==> src/rtl/disp_scan_pkg.sv <==
// Shared definitions for the multiplexed 7-segment display blocks:
// blank code, active-high glyph table and the digit-index type.
package disp_scan_pkg;

   localparam logic [3:0] BLK = 4'hF;

   typedef enum logic [1:0] {
      DigLeft  = 2'd0,
      DigMid   = 2'd1,
      DigRight = 2'd2
   } dig_idx_e;

   // Segment order {g,f,e,d,c,b,a}, entry 15 first.
   localparam logic [15:0][6:0] GLYPH_TAB = {
      7'h00, 7'h79, 7'h5E, 7'h39, 7'h7C, 7'h77, 7'h6F, 7'h7F,
      7'h07, 7'h7D, 7'h6D, 7'h66, 7'h4F, 7'h5B, 7'h06, 7'h3F
   };

   function automatic logic [3:0] dig_code(logic [11:0] codes, dig_idx_e idx);
      logic [3:0] code;
      code = BLK;
      unique case (idx)
         DigLeft:  code = codes[11:8];
         DigMid:   code = codes[7:4];
         DigRight: code = codes[3:0];
         default:  code = BLK;
      endcase
      return code;
   endfunction

endpackage

==> src/rtl/seg7_glyph.sv <==
// Combinational 4-bit code to active-high {g,f,e,d,c,b,a} glyph lookup.
module seg7_glyph
   import disp_scan_pkg::*;
(
   input  logic [3:0] code,
   output logic [6:0] glyph
);

   always_comb begin
      glyph = GLYPH_TAB[code];
      if (code == BLK) glyph = '0;
   end

endmodule

==> src/rtl/disp_scan.sv <==
// Three-digit multiplexed 7-segment scanner with dead-time blanking,
// PWM-style brightness and a frame-synchronous shadow of the digit codes.
module disp_scan
   import disp_scan_pkg::*;
#(
   parameter int unsigned DIV_W       = 16,
   parameter int unsigned DEAD        = 16,
   parameter bit          COM_ACT_LOW = 1'b1,
   parameter bit          SEG_ACT_LOW = 1'b1
) (
   input  logic        clk,
   input  logic        rst,
   input  logic [11:0] iDECO,
   input  logic        iEN,
   input  logic [2:0]  iBRIGHT,
   output logic [6:0]  oSEG,
   output logic [2:0]  oCOM,
   output logic        oFRAME
);

   localparam logic [DIV_W-1:0] DEAD_CNT = DIV_W'(DEAD);
   localparam logic [2:0]       COM_OFF  = COM_ACT_LOW ? 3'b111 : 3'b000;
   localparam logic [6:0]       SEG_OFF  = SEG_ACT_LOW ? 7'h7F : 7'h00;

   logic [DIV_W-1:0] pcnt_q, pcnt_d;
   dig_idx_e         idx_q, idx_d;
   logic [11:0]      shadow_q, shadow_d;
   logic [2:0]       bright_q, bright_d;
   logic [6:0]       seg_q, seg_d;
   logic [2:0]       com_q, com_d;
   logic             frame_q;

   logic       tc;
   logic       load;
   logic       lit;
   logic [2:0] com_sel;
   logic [3:0] code;
   logic [6:0] glyph;

   seg7_glyph u_glyph (
      .code  (code),
      .glyph (glyph)
   );

   always_comb begin
      tc       = &pcnt_q;
      load     = tc && (idx_q == DigRight);
      pcnt_d   = pcnt_q + 1'b1;
      idx_d    = idx_q;
      com_sel  = 3'b000;
      shadow_d = load ? iDECO : shadow_q;
      bright_d = load ? iBRIGHT : bright_q;
      code     = dig_code(shadow_q, idx_q);

      unique case (idx_q)
         DigLeft: begin
            com_sel = 3'b100;
            if (tc) idx_d = DigMid;
         end
         DigMid: begin
            com_sel = 3'b010;
            if (tc) idx_d = DigRight;
         end
         DigRight: begin
            com_sel = 3'b001;
            if (tc) idx_d = DigLeft;
         end
         default: idx_d = DigLeft;
      endcase

      // Top three prescaler bits act as the brightness PWM phase.
      lit = iEN && (pcnt_q >= DEAD_CNT) && (pcnt_q[DIV_W-1 -: 3] <= bright_q);

      com_d = lit ? com_sel : 3'b000;
      seg_d = lit ? glyph : 7'h00;
      if (COM_ACT_LOW) com_d = ~com_d;
      if (SEG_ACT_LOW) seg_d = ~seg_d;
   end

   always_ff @(posedge clk or negedge rst) begin
      if (!rst) begin
         pcnt_q   <= '0;
         idx_q    <= DigLeft;
         shadow_q <= 12'hFFF;
         bright_q <= 3'd7;
         com_q    <= COM_OFF;
         seg_q    <= SEG_OFF;
         frame_q  <= 1'b0;
      end else begin
         pcnt_q   <= pcnt_d;
         idx_q    <= idx_d;
         shadow_q <= shadow_d;
         bright_q <= bright_d;
         com_q    <= com_d;
         seg_q    <= seg_d;
         frame_q  <= load;
      end
   end

   assign oSEG   = seg_q;
   assign oCOM   = com_q;
   assign oFRAME = frame_q;

endmodule

==> config.mk <==
export PLATFORM = sky130hd
export DESIGN_NAME = disp_scan
export DESIGN_NICKNAME = d
export VERILOG_FILES = /design/src/rtl/disp_scan_pkg.sv /design/src/rtl/seg7_glyph.sv /design/src/rtl/disp_scan.sv
export SDC_FILE = /design/constraint.sdc
export NUM_CORES = 1
export LEC_CHECK = 0
export CORE_ASPECT_RATIO = 0.75
export CORE_UTILIZATION = 54
export DETAILED_ROUTE_END_ITERATION = 8
export PLACE_DENSITY_LB_ADDON = 0.1
export REMOVE_ABC_BUFFERS = 1
export SLEW_MARGIN = 30
export SYNTH_ARGS = -nofsm -noshare
export SYNTH_HDL_FRONTEND = slang
export SYNTH_SLANG_ARGS = --single-unit
==> constraint.sdc <==
create_clock -name clk -period 2.3 [get_ports clk]
set_input_delay 0.46 -clock clk [delete_from_list [all_inputs] [get_ports clk]]
set_output_delay 0.46 -clock clk [all_outputs]
set_load 0.01 [all_outputs]
; After elaboration in Yosys (flattened, before gate mapping)
; Memories as Yosys holds them, arrays and structs flattened.
; Index checks and enable logic that the tools add are counted.
[op_classes]
n_lt_le_gt_ge = 3
addsub = 1
eq_ne = 6
n_mux = 10
reduce_logical = 6
bitwise_logic = 2
[ops]
columns = op, n
row1 = $mux 7, 3
row2 = $add 16x1->16 const B, 1
row3 = $ge 16x5->1 const B, 1
row4 = $reduce_and 16->1, 1
row5 = $pmux 4 s3, 1
row6 = $pmux 3 s3, 1
row7 = $not 7->7, 1
row8 = $mux 2, 3
row9 = $ne 2x2->1 const B, 3
row10 = $pmux 2 s3, 1
row11 = $lt 4x5->1 const B, 1
row12 = $eq 4x4->1 const B, 1
row13 = $le 3x3->1, 1
row14 = $logic_and 1x1->1, 3
row15 = $mux 3, 1
row16 = $not 3->3, 1
row17 = $reduce_and 3->1, 1
row18 = $eq 2x1->1 const B, 1
row19 = $eq 2x2->1 const B, 1
row20 = $logic_not 2->1, 1
[word_totals]
elab_cells = 36
memories = 1
ff_bits = 44
mem_bits_ro = 112
inputBits = 18
[memory_table]
columns = name, depth, word_bits, rd, rd_clocked_by_memory_dff, write_ports, line
row1 = (no name shown), 16, 7, 1, 0, 0, seg7_glyph.sv:10  ; glyph = GLYPH_TAB[code];

; Logic depth before layout (Yosys ltp)
; Gate-level depths: netlist (run 1).
[logic_depth]
word_depth = 7
mapped_depth = 9

; By module
; From an unflattened synthesis (run 1), not the netlist that was laid out.
[hier_totals]
cells_unflattened = 186
area_unflattened_um2 = 2272.2
[by_module_without_submodules]
columns = module, n_inst, cells_each, seq_area_each_um2, area_per_inst_um2
row1 = disp_scan, 1, 148, 1132.3, 1996.9
row2 = seg7_glyph, 1, 38, 0.0, 275.3

; Worst setup path before layout (run 1)
; OpenSTA, ideal clock, no wires.
[synth_timing]
path_type = register to register
startpoint = reg idx_q[1]
endpoint = reg seg_q[3] (netlist: oSEG[3])
t_required_ns = 2.203
n_path_buf = 1
setup_slack_ns = 0.409
stages_incl_launch_ff = 8
synth_period_minus_slack_ns = 1.891
arrival_ns = 1.794
setup_time_ns = 0.097
cell_sequence = dfrtp_1 -> buf_4 -> mux2_2 -> o22a_1 -> inv_1 -> ha_1 -> a221oi_1 -> o21ai_0
[synth_via]
elab_chain_len = 7
word_cells_on_any_way = 10
[synth_rtl]
columns = item, line
row1 = "start, declared", disp_scan.sv:26  ; dig_idx_e idx_q, idx_d;
row2 = "start signal, assigned", disp_scan.sv:83  ; idx_q <= DigLeft;
row3 = "start signal, assigned", disp_scan.sv:91  ; idx_q <= idx_d;
row4 = "$eq 2x2->1, or another cell as far along", disp_scan_pkg.sv:22  ; unique case (idx)
row5 = $pmux 4 s3 *, disp_scan_pkg.sv:22
row6 = $mem_v2 16x7, -
row7 = $mux 7 (not written as such), seg7_glyph.sv:10
row8 = $mux 7 *, seg7_glyph.sv:11  ; if (code == BLK) glyph = '0;
row9 = $mux 7 *, disp_scan.sv:75  ; seg_d = lit ? glyph : 7'h00;
row10 = $not 7->7 *, disp_scan.sv:77  ; if (SEG_ACT_LOW) seg_d = ~seg_d;
row11 = via seg_d[3], disp_scan.sv:29  ; logic [6:0] seg_q, seg_d;
row12 = "end signal, assigned", disp_scan.sv:95  ; seg_q <= seg_d;
row13 = "end, declared", disp_scan.sv:29
; Mark *: on every way through the listed nets, which the timed path passes. The rest lies on a longest branch. The select of a mux whose other input is x is not followed.
; A chain may end at the register's enable or synchronous reset.

; Final worst setup path (run 1)
; Same ends and word-level chain as after synthesis.

==> results of run 1 <==
-- repair_timing --
item / in CTS / in global routing
endpoints found under the setup margin: 0 / 1
resized for setup: 0 / 2
setup buffers: 0 / 0
-- cell families after synthesis --
family | Yosys count | synth area share
flip-flops | 44 | 0.510
multiplexers | 22 | 0.126
XOR/XNOR | 14 | 0.0552
buffers and inverters | 17 | 0.0372
AO/OA/AOI/OAI | 27 | 0.0901
adder cells (fa/ha/maj) | 11 | 0.0620
AND/OR/NAND/NOR | 46 | 0.120
-- worst register-to-register path: cells and delay by family (launching register included) --
kind,cells,cell delay [ns]
adder cells (fa/ha/maj),1,0.29
flip-flops,1,0.46
multiplexers,1,0.39
AO/OA/AOI/OAI,3,0.69
buffers and inverters,1,0.15
-- cell usage in the layout (no fill, tap or decap), types with 6 or more instances in the layout --
cell type and instances:
nand3_1 11, nor2_1 6, inv_1 12, dfrtp_1 19, mux2_4 10, mux2_2 7
nand2_1 8, dfstp_2 25, clkdlybuf4s50_1 27, ha_1 11, and3_1 6, xnor2_1 11
-- power by group through the flow --
| stage | registers (mW) | clock network, mW | logic [mW] |
|---|---|---|---|
| floorplan | 0.845 | 0 | 0.0656 |
| global placement | 0.842 | 0 | 0.147 |
| detailed placement | 0.842 | 0 | 0.153 |
| CTS | 0.829 | 0.469 | 0.154 |
| global route | 0.832 | 0.503 | 0.170 |
| finish | 0.829 | 0.451 | 0.156 |
-- flip-flops by register name, summed over array words and instances (netlist names) --
name      cells
pcnt_q       16
bright_q      3
idx_q         2
shadow_q     12
oCOM          3
oFRAME        1
oSEG          7
-- routing by layer --
layer | up-vias | part of all wire | global-route usage
met1 | 696 | 0.49 | 0.299
met3 | 16 | 0.055 | 0.0432
met4 | 0 | 0.025 | 0.0989
met5 | - | 0 | 0
met2 | 69 | 0.43 | 0.327
li1 | 724 | - | -
-- cells in the mapped netlist --
cell type and n:
dfstp_2 25, dfrtp_1 19, inv_1 12, ha_1 11, nand3_1 11, xnor2_1 11
mux2_4 10, nand2_1 8, mux2_2 7, and3_1 6, nor2_1 6, mux2i_1 5
o21ai_0 5, o221ai_1 5, a21oi_1 4, a221oi_1 3, and4_1 3, buf_4 3
nand4_1 3, nor4_1 3, xor2_1 3, nand2b_1 2, o211a_1 2, a211o_1 1
a211oi_1 1, a21o_1 1, a22oi_1 1, a2bb2oi_1 1, and2b_2 1, and4_4 1
buf_6 1, clkbuf_1 1, nand3_4 1, nor3b_1 1, o2111ai_1 1, o22a_1 1
o31ai_1 1
-- path summary, 6_finish.rpt --
| check | slack [ns] | depth (start not counted) | to | from |
|---|---|---|---|---|
| worst min-delay path | 0.20 | 1 | pcnt_q[12]$_DFF_PN0_ | rst |
| min in group clk | 0.50 | 1 | pcnt_q[3]$_DFF_PN0_ | pcnt_q[3]$_DFF_PN0_ |
| worst min register to register | 0.50 | 1 | pcnt_q[3]$_DFF_PN0_ | pcnt_q[3]$_DFF_PN0_ |
| worst max register to register | 0.23 | 6 | oSEG[3]$_DFF_PN1_ | idx_q[1]$_DFFE_PN0P_ |
| max in group asynchronous | 1.39 | 2 | bright_q[2]$_DFFE_PN1P_ | rst |
| worst max-delay path | 0.23 | 6 | oSEG[3]$_DFF_PN1_ | idx_q[1]$_DFFE_PN0P_ |
-- final cells by class --
type	instances	area, sq um
sequential	44	1130
inverter	12	45.0
tap	52	65.1
multi-input combinational	120	1010
clock buffer	7	76.3
fill	268	1160
clock inverter	1	5.00
timing repair buffer	32	305
-- stage by stage --
| stage | power [mW] | area [sq um] | hold slack (ns) |
|---|---|---|---|
| floorplan | 0.911 | 2180 | 0.164 |
| finish | 1.44 | 2640 | 0.204 |
| detailed placement | 0.996 | 2550 | 0.485 |
| CTS | 1.45 | 2640 | 0.220 |
| global route | 1.50 | 2640 | 0.264 |
| global placement | 0.989 | 2550 | 0.475 |
==> metrics.md, run 1 <==
| Metric | Value |
|---|---|
| Share of layout cells above drive strength 1 | 0.269 |
| Area contributors post-synth | dfstp_2 (30%), dfrtp_1 (21%), mux2_4 (6.8%) |
| Total placed cells including tap cells | 260 |
| Initial DRC Count | approximately 180 |
| Post-Syn Area | roughly 2200 sq um |
| Mapped Cells | 181 |
| CTS Root Cell | clkbuf_8 |
| H-tree Lvls | 2 |
| Clk buf depth | 2 |
| First-pass GRT wire length | roughly 7100 um |
| Clock latency on the worst-skew pair | approximately 0.29 ns |
| Fin crit share | 0.900 |
| GRT Total Usage | 0.214 |
| Routed wire per std cell | 15.1 um |
| Post-CTS Hold Buffers | 0 |
| Int Power | approximately 1.1 mW |
| Die width | 76.1 um |
| RD Place Congestion | 0.855 |
| Worst Path Required | roughly 2.5 ns |
| Syn_area_per_cell | 12.3 sq um |
| Post-route DRC | 0 |
| Post-Route WL | approximately 4000 um |
| Delay-heaviest family, CP | compound AO/OA/AOI/OAI gates |
| Peak Freq | 483 MHz |
| Status | completed |
| Place WS | 0.240 ns |
| Fin util | 0.695 |
| Synth unique cells | 37 |
| Initial antenna violation count | 0 |
| Worst Max-Slew Pin Slew | about 0.7 ns |
| CORE AREA | roughly 3800 sq um |
| Maximum fanout along the worst path | 7 |
| Chip height | 57.5 um |
| Finished Layout Cells | ~270 |
| Unrepaired setup endpoints after global routing | no |
| Number of vias per cell | approximately 5.6 |
| Io pins | 29 |
| Starting Density | 0.584 |
| DPL Wire Length | between 3000 and 4000 um |
| Endpoints failing setup | 0 |
| Combinational fraction of design power | 0.108 |
| Reg power frac | 0.577 |
| Cts bufs inserted | 5 |
| Area delta synth->final | 19.0% |
| Setup TNS Final | 0 ns |
| Leakage | approximately 1.2 nW |
| Grt total ovfl | 0 |
| Final worst slack | between 0.2 and 0.25 ns |
| Nature of the critical path endpoint | flip-flop |
| Final Hold Vio Count | 0 |
| Max-cap violation count | 0 |
| Yosys top cell area share | 0.296 |
| CP max stage cell | dfrtp_1 |
| Final Max Slew Viols | 0 |
| Setup Skew | 0.00685 ns |
| Min Tclk post-route | between 2 and 2.5 ns |
| Worst path bufs/invs | 1 |
| IO Port Bufs | 28 |
| Pin count of the biggest net entering global routing | 34 |
| Critical path data arrival time | roughly 2.3 ns |
| Sequential share of the synthesized area | 0.510 |
| Critical path class | reg2reg |
| Synth Register Bits | 44 |
| Number of global-route vias before repair | 1475 |
| Rows | 19 |
| CTS tree | yes |
| Worst VDD drop | about 0.00047 V |
| # clock sinks | 44 |
| Vias | between 1.5k and 2k |
| Pwr dens | around 540 nW/um^2 |
| Switch Pwr | 0.321 mW |
| Clock power frac | 0.314 |
| Final net count | around 240 |
| Rel. slew slack | 0.538 |
| Crit start category | flip-flop |
| Total die area | 4380 sq um |
| Crit-path max cell delay | 0.46 ns |
| Crit-path cells | mux2_2 > o22a_2 > inv_1 > ha_1 > a221oi_1 > o21ai_0 |
| Sw frac | 0.223 |
| ANT nets after route | 0 |
| Antenna diodes | 0 |
| Hold WC Path Type | in2async |
| Syn. warnings | 0 |
| Reg clk slew, reported paths | 0.08 ns |
| Largest area contributor in the netlist | dfstp_2 |
| First-pass DRT Iterations | 6 |
Note: power is estimated with default switching activity, not from simulation.
==> run 2: changes to the inputs <==
Settings changed: ABC_CLOCK_PERIOD_IN_PS set to 2300.
==> results of run 2 <==
Final layout, timing and power as in run 1 (identical DEF).
